`src/rtl/uart_pkg.sv`:
```
// Shared definitions for the UART transmit path: FSM states, line and
// timing constants, and sanitising helpers for the runtime frame format.
package uart_pkg;

  typedef enum logic [2:0] {
    IDLE,
    LOAD,
    START,
    DATA,
    STOP
  } state_t;

  localparam int unsigned MIN_BIT_PERIOD    = 10;
  localparam int unsigned DEFAULT_DATA_SIZE = 8;
  localparam int unsigned MIN_DATA_SIZE     = 5;
  localparam logic        IDLE_LEVEL        = 1'b1;

  // Out-of-range data sizes fall back to a full byte.
  function automatic logic [3:0] legal_data_size(input logic [3:0] ds);
    return ((ds < 4'(MIN_DATA_SIZE)) || (ds > 4'(DEFAULT_DATA_SIZE))) ?
           4'(DEFAULT_DATA_SIZE) : ds;
  endfunction

  function automatic logic [13:0] legal_bit_period(input logic [13:0] bp);
    return (bp < 14'(MIN_BIT_PERIOD)) ? 14'(MIN_BIT_PERIOD) : bp;
  endfunction

endpackage

```
`src/rtl/tx_bit_timer.sv`:
```
// Bit timing for one serial frame: a cycle counter paced by bit_period and
// a bit counter indexing start (0), data bits (1..N) and stop (last_bit).
module tx_bit_timer (
  input  logic        clk,
  input  logic        n_rst,
  input  logic        en,
  input  logic [13:0] bit_period,
  input  logic [3:0]  last_bit,
  output logic        bit_done,
  output logic        frame_done,
  output logic [3:0]  bit_cnt
);

  logic [13:0] cyc_q, cyc_d;
  logic [3:0]  bit_q, bit_d;

  always_comb begin
    bit_done   = en && (cyc_q == (bit_period - 14'd1));
    frame_done = bit_done && (bit_q == last_bit);
    cyc_d      = cyc_q + 14'd1;
    bit_d      = bit_q;
    // Counters park at zero whenever no frame bit is on the line.
    if (!en) begin
      cyc_d = '0;
      bit_d = '0;
    end else if (bit_done) begin
      cyc_d = '0;
      bit_d = frame_done ? 4'd0 : (bit_q + 4'd1);
    end
  end

  always_ff @(posedge clk or negedge n_rst) begin
    if (!n_rst) begin
      cyc_q <= '0;
      bit_q <= '0;
    end else begin
      cyc_q <= cyc_d;
      bit_q <= bit_d;
    end
  end

  assign bit_cnt = bit_q;

endmodule

```
`src/rtl/tx_block.sv`:
```
// UART transmitter: one-byte holding buffer, IDLE/LOAD/START/DATA/STOP FSM
// and LSB-first shift register; serial_out comes straight from a flop.
module tx_block
  import uart_pkg::*;
(
  input  logic        clk,
  input  logic        n_rst,
  input  logic [3:0]  data_size,
  input  logic [13:0] bit_period,
  input  logic [7:0]  tx_data,
  input  logic        load_data,
  output logic        serial_out,
  output logic        tx_busy,
  output logic        buffer_full,
  output logic        overrun_error,
  output state_t      fsm_state
);

  state_t      state_q, state_d;
  logic [7:0]  buf_q, buf_d;
  logic        full_q, full_d;
  logic        ovr_q, ovr_d;
  logic [7:0]  shift_q, shift_d;
  logic [3:0]  ds_q, ds_d;
  logic [13:0] period_q, period_d;
  logic        serial_q, serial_d;
  logic        accept;
  logic        bit_done, frame_done;
  logic [3:0]  bit_cnt;

  // Handshake: load_data is a one-cycle strobe with no ready; buffer_full is
  // the back-pressure flag. The LOAD cycle frees the buffer on its closing
  // edge, so a strobe in LOAD is accepted; any other strobe while full is
  // dropped and flagged in overrun_error.
  assign accept = load_data && (!full_q || (state_q == LOAD));

  always_comb begin
    buf_d  = buf_q;
    full_d = full_q;
    ovr_d  = ovr_q;
    if (state_q == LOAD) full_d = 1'b0;
    if (accept) begin
      buf_d  = tx_data;
      full_d = 1'b1;
      ovr_d  = 1'b0;
    end else if (load_data) begin
      ovr_d  = 1'b1;
    end
  end

  always_comb begin
    state_d  = state_q;
    shift_d  = shift_q;
    ds_d     = ds_q;
    period_d = period_q;
    case (state_q)
      IDLE:  if (full_q) state_d = LOAD;
      LOAD: begin
        shift_d  = buf_q;
        ds_d     = legal_data_size(data_size);
        period_d = legal_bit_period(bit_period);
        state_d  = START;
      end
      START: if (bit_done) state_d = DATA;
      DATA: begin
        if (bit_done) begin
          if (bit_cnt == ds_q) state_d = STOP;
          else                 shift_d = shift_q >> 1;
        end
      end
      STOP:  if (frame_done) state_d = full_q ? LOAD : IDLE;
      default: state_d = IDLE;
    endcase
    // Line level is computed from the next state so the flop leads no logic.
    case (state_d)
      START:   serial_d = 1'b0;
      DATA:    serial_d = shift_d[0];
      default: serial_d = IDLE_LEVEL;
    endcase
  end

  always_ff @(posedge clk or negedge n_rst) begin
    if (!n_rst) begin
      state_q  <= IDLE;
      buf_q    <= '0;
      full_q   <= 1'b0;
      ovr_q    <= 1'b0;
      shift_q  <= '0;
      ds_q     <= 4'(DEFAULT_DATA_SIZE);
      period_q <= 14'(MIN_BIT_PERIOD);
      serial_q <= IDLE_LEVEL;
    end else begin
      state_q  <= state_d;
      buf_q    <= buf_d;
      full_q   <= full_d;
      ovr_q    <= ovr_d;
      shift_q  <= shift_d;
      ds_q     <= ds_d;
      period_q <= period_d;
      serial_q <= serial_d;
    end
  end

  tx_bit_timer u_timer (
    .clk        (clk),
    .n_rst      (n_rst),
    .en         ((state_q == START) || (state_q == DATA) || (state_q == STOP)),
    .bit_period (period_q),
    .last_bit   (ds_q + 4'd1),
    .bit_done   (bit_done),
    .frame_done (frame_done),
    .bit_cnt    (bit_cnt)
  );

  assign serial_out    = serial_q;
  assign tx_busy       = (state_q != IDLE);
  assign buffer_full   = full_q;
  assign overrun_error = ovr_q;
  assign fsm_state     = state_q;

endmodule

```
`config.mk`:
```
export PLATFORM = sky130hd
export DESIGN_NAME = tx_block
export DESIGN_NICKNAME = d
export VERILOG_FILES = /design/src/rtl/uart_pkg.sv /design/src/rtl/tx_bit_timer.sv /design/src/rtl/tx_block.sv
export SDC_FILE = /design/constraint.sdc
export NUM_CORES = 1
export LEC_CHECK = 0
export BUFFER_PORTS_ARGS = -buffer_cell sky130_fd_sc_hd__buf_2
export CAP_MARGIN = 10
export CORE_UTILIZATION = 30
export DETAILED_ROUTE_END_ITERATION = 6
export PLACE_DENSITY_LB_ADDON = 0.25
export SLEW_MARGIN = 30
export SYNTH_ARGS = -nofsm -noshare
export SYNTH_HDL_FRONTEND = slang
export SYNTH_SLANG_ARGS = --single-unit
```
`constraint.sdc`:
```
create_clock -name clk -period 2.8 [get_ports clk]
set_clock_uncertainty 0.1 [all_clocks]
set_input_delay 0.14 -clock clk [delete_from_list [all_inputs] [get_ports clk]]
set_output_delay 0.14 -clock clk [all_outputs]
set_load 0.02 [all_outputs]
```
Yosys cells after proc, flatten, opt, wreduce, memory -nomap -nowiden
Cells that the tools add are included.

Flip-flop bits (word level): 58. Output and inout bits: 7.

Add/sub/neg operators: 4. Magnitude comparators: 3. Equality and inequality tests: 12. Multiplexer cells: 22. Reduce and logical (&&, ||, !) cells: 14.

Operators by type and width (count): $mux 14 (3); $mux 4 (4); $mux 8 (2); $pmux 8 s2 (1); $mux 3 (5); $pmux 3 s5 (1); $add 14x1->14 const B (1); $eq 14x14->1 (1); $lt 14x4->1 const B (1); $sub 14x1->14 const B (1); $eq 3x2->1 const B (4); $add 4x1->4 const B (2); $eq 4x4->1 (2); $ne 2x2->1 const B (3); $reduce_bool 2->1 (3); $mux 1 (5); $gt 4x4->1 const B (1); $logic_or 1x1->1 (4); $lt 4x3->1 const B (1); $eq 3x1->1 const B (1); $eq 3x3->1 const B (1); $logic_and 1x1->1 (3); $logic_not 3->1 (1); $reduce_and 3->1 (1); other kinds (3) (3).

Longest topological paths before layout
Word-level depth: 9. Gate-level depth with buffers: 11.

By module
Synthesis repeated with hierarchy kept, for this count alone.

Cell total of the unflattened synthesis: 328. Area total of the unflattened synthesis: 3218.1 um^2.

Modules (own cells, without submodules): tx_block (instances 1, cells an instance 166, area each 1762.9 um^2, sequential area each 1006.0 um^2); tx_bit_timer (instances 1, cells an instance 162, area each 1455.1 um^2, sequential area each 450.4 um^2).

Least setup slack after synthesis
No wires, ideal clock.

Path kind: reg2reg. Start point: register period_q[1]. End point: register shift_q[4]. Library setup time: 0.136 ns. Arrival time: 2.845 ns. Path slack: -0.282 ns. Stages on the path, launching flop included: 12. Buffers on the path: 1. Clock period less this slack: 3.082 ns. Cell sequence: dfstp_2 > inv_1 > ha_1 > nor2b_1 > or3_1 > a31oi_1 > o211ai_1 > or4_4 > buf_6 > or4b_1 > o21ai_0 > a21oi_1.

Word-level cells in the longest chain between the ends: 5.

Ends and longest elaborated chain: start, declared (RTL line tx_block.sv:25) `logic [13:0] period_q, period_d;`; start signal, assigned (RTL line tx_block.sv:90) `period_q <= 14'(MIN_BIT_PERIOD);`; start signal, assigned (RTL line tx_block.sv:99) `period_q <= period_d;`; $sub 14x1->14 (RTL line tx_bit_timer.sv:18) `bit_done = en && (cyc_q == (bit_period - 14'd1));`; $eq 14x14->1 (RTL line tx_bit_timer.sv:18); $logic_and 1x1->1 (RTL line tx_bit_timer.sv:18); $ne 2x2->1 (no line); $reduce_and 3->1 (no line); end signal, assigned (RTL line tx_block.sv:97) `shift_q <= shift_d;`; end, declared (RTL line tx_block.sv:23) `logic [7:0] shift_q, shift_d;`.

Every way passes these cells. A chain may end at the register's enable or synchronous reset.

Worst setup path after layout
Start point: register period_q[1]. End point: register shift_q[5].

Same word-level chain as after synthesis.

==> flow_summary.yaml <==
yosys:
  synth_edf_count: 0
  yosysSeqAreaShare: 0.456
  async_reset_ff_frac: 1.00
  synth.cell_area_um2: 3200
  avgSynthCellArea_um2: 9.57
  synth_flop_cell: "dfrtp_1"
  synth_cell_type_count: 54
  synth-warning-count: 0
  syn-num-nets: 367
  synth.ff_latch_count: 58
  syn_inst: 334
cts:
  clock_path_buffers: 2
  cts_root_buffer: "clkbuf_8"
  cts-htree-levels: 3
  insertion_delay_ns: 0.33
  clock_sinks: 58
  cts_tree: "done"
  clk_pin_slew_worst_paths_ns: 0.07
  numCtsBuffers: 9
sta:
  fin_tns_setup_ns: -3.17
  fin_crit_ns: 3.07
  rsz0062_at_grt: "yes"
  holdWs_ns: 0.102
  finalMaxSlewViolations: 0
  setup_viol: 28
  finalCritPeriodShare: 1.10
  fin_ws_ns: -0.270
  hold_violations: 0
  tightestPinTransition_ns: 0.806
  fmax_mhz: 326
  max-slew-margin-rel: 0.460
setup_path:
  rr_worst_depth: 10
  crit_fanout: 6
  worstReg2RegStart: "period_q[1]$_DFFE_PN1P_"
  cp_num_buf_inv: 1
  reg2reg_setup_slack_ns: -0.27
  critical-path-slowest-cell: "or4_4"
  critPathArrivalTime_ns: 3.16
  critPathKind: "reg2reg"
  cp-start-kind: "register"
  slowest_delay_ns: 0.57
  critPathRequiredTime_ns: 2.89
  timing.rr.end: "shift_q[5]$_DFFE_PN0P_"
  crit_chain: "inv_2, ha_4, nor2b_4, or3_1, a31oi_2, o211ai_1, or4_4, or4b_1, o21ai_1, a21oi_1"
  crit_family: "simple AND/OR/NAND/NOR gates"
  worstSetupPathDepth: 10
  endpoint_kind: "register"
global_route:
  grt_pass1_wl_um: 13700
  grt_max_degree: 25
  grt_pass1_vias: 2840
  grt_overflow: 0
  antenna_found_initial: 0
  grt.total_usage: 0.157
final_layout:
  drive_gt1_frac: 0.324
  antenna_cells: 0
  fillers: 980
  layout_commonest_cell: "dfrtp_1"
  stdcell_count: 577
  area_growth_pct: 40.3
  final_area_um2: 4480
  final_cell_mix: "dfrtp_1 (54), nand2_1 (51), buf_2 (35)"
  finalNetCount: 469
  final_util: 0.434
drt:
  wirelength_um: 8070
  initialDrtViolationCount: 118
  via_per_inst: 4.88
  wl_per_cell_um: 14.0
  drtPass1Iterations: 4
  post-route-drc-count: 0
  drtAntennaViolNets: 0
  via_count: 2813
floorplanning:
  num_io_pins: 36
  die_y_um: 105
  initial_utilization: 0.310
  rows: 37
  die-width_um: 105
  core_area_um2: 10300
  dieArea_um2: 11100
pwr:
  finalPower_mw: 2.19
  powerDensity_nw_per_um2: 489
  p_leak_nw: 1.94
  ir_drop_mv: 0.276
worst_hold_path:
  worstHoldPathCells: 5
  hold_class: "in2reg"
  whs_endpoint: "ds_q[3]$_DFFE_PN1P_"
  hp-start: "data_size[3]"
placed_design:
  numPortBuffers: 35
  place_ws_ns: -0.294
  dp_cells: 524
  gp_congestion: 0.845
  place_area_um2: 3720
  hpwl_um: 5460
outcome:
  status: "finished, violations left"
  violations: "negative setup slack"
run:
  cap_viol_max_count: 0
## worst register-to-register path, cell delays in order, from the launching register on
cell      delay, ns
dfstp_2        0.55
inv_2          0.06
ha_4           0.17
nor2b_4        0.12
or3_1          0.36
a31oi_2        0.18
o211ai_1       0.18
or4_4          0.57
or4b_1         0.48
o21ai_1        0.09
a21oi_1        0.08
## flip-flops by register name, indices dropped and copies added, names as in the netlist
signal	flops
period_q	14
u_timer.cyc_q	14
buf_q	8
shift_q	8
ds_q	4
u_timer.bit_cnt	4
fsm_state	3
buffer_full	1
overrun_error	1
serial_out	1
## cell usage after synthesis, types with 3 or more instances
cell type  instances  area, um2
inv_1              7       26.3
nor4_1             7       43.8
nor3_1             6       30.0
a211oi_1           3       22.5
ha_1               4       50.1
a21oi_1            9       45.0
nor3b_1            4       30.0
nand2b_1           3       18.8
and2_1             3       18.8
xor2_1            15        131
or4b_1             6       60.1
nor2b_1            7       43.8
a31oi_1            3       18.8
mux2_2             8       90.1
xnor2_1           20        175
nand3_1           14       70.1
o21a_1             4       30.0
nand2_1           52        195
dfrtp_1           54       1350
clkbuf_1           9       33.8
o21ai_0           12       60.1
o22ai_1            8       50.1
nor2_1            29        109
and3_1             6       37.5
dfstp_2            4        105
## routing by layer
| layer | part of all wire | track usage |
|---|---|---|
| met1 | 0.48 | 0.209 |
| met2 | 0.46 | 0.244 |
| met3 | 0.024 | 0.0287 |
| met4 | 0.027 | 0.0765 |
| met5 | 0 | 0 |
## worst max path at each step
stage | startpoint | endpoint | slack, ns
final | period_q[1]$_DFFE_PN1P_ | shift_q[5]$_DFFE_PN0P_ | -0.27
after global routing | period_q[1]$_DFFE_PN1P_ | shift_q[1]$_DFFE_PN0P_ | -0.42
after CTS | period_q[1]$_DFFE_PN1P_ | shift_q[1]$_DFFE_PN0P_ | -0.25
after detailed placement | period_q[0]$_DFFE_PN0P_ | shift_q[1]$_DFFE_PN0P_ | -0.29
after global placement | period_q[0]$_DFFE_PN0P_ | shift_q[1]$_DFFE_PN0P_ | -0.21
after floorplan | period_q[2]$_DFFE_PN0P_ | shift_q[4]$_DFFE_PN0P_ | -0.19
## kinds of logic (layout without fill, tap and decap cells)
| kind of cell | Yosys count | count (layout) | share of synthesized area |
|---|---|---|---|
| xor+xnor | 35 | 35 | 0.0959 |
| mux | 10 | 10 | 0.0345 |
| flops | 58 | 58 | 0.456 |
| fa+ha+maj | 4 | 4 | 0.0157 |
| compound gates | 55 | 55 | 0.117 |
| buf+inv | 20 | 126 | 0.0298 |
| simple gates | 152 | 153 | 0.252 |
## power by group
part | internal, mW | leakage, nW | total, mW | switching (mW)
combinational | 0.293 | 1.13 | 0.542 | 0.249
clock | 0.342 | 0.0872 | 0.664 | 0.322
sequential | 0.909 | 0.718 | 0.988 | 0.0789
total | 1.54 | 1.94 | 2.19 | 0.651
## cell type report
cell class / instances / area, um2 / share of cell area
clock buffer: 13 / 149 / 0.0332
sequential: 58 / 1460 / 0.325
timing repair buffer: 103 / 795 / 0.177
clock inverter: 3 / 15.0 / 0.00335
multi-input combinational: 257 / 1870 / 0.418
inverter: 7 / 26.3 / 0.00586
tap: 136 / 170 / 0.0380
## timing repair
action                                 in CTS  in global routing
endpoints found under the hold margin      39                  0
setup buffers                               5                  3
pin swaps                                  13                 13
hold buffers                               28                  0
cloned                                      2                  0
resized for setup                          28                 32
setup endpoints to repair                  28                 30
(Power assumes the default switching activity.)
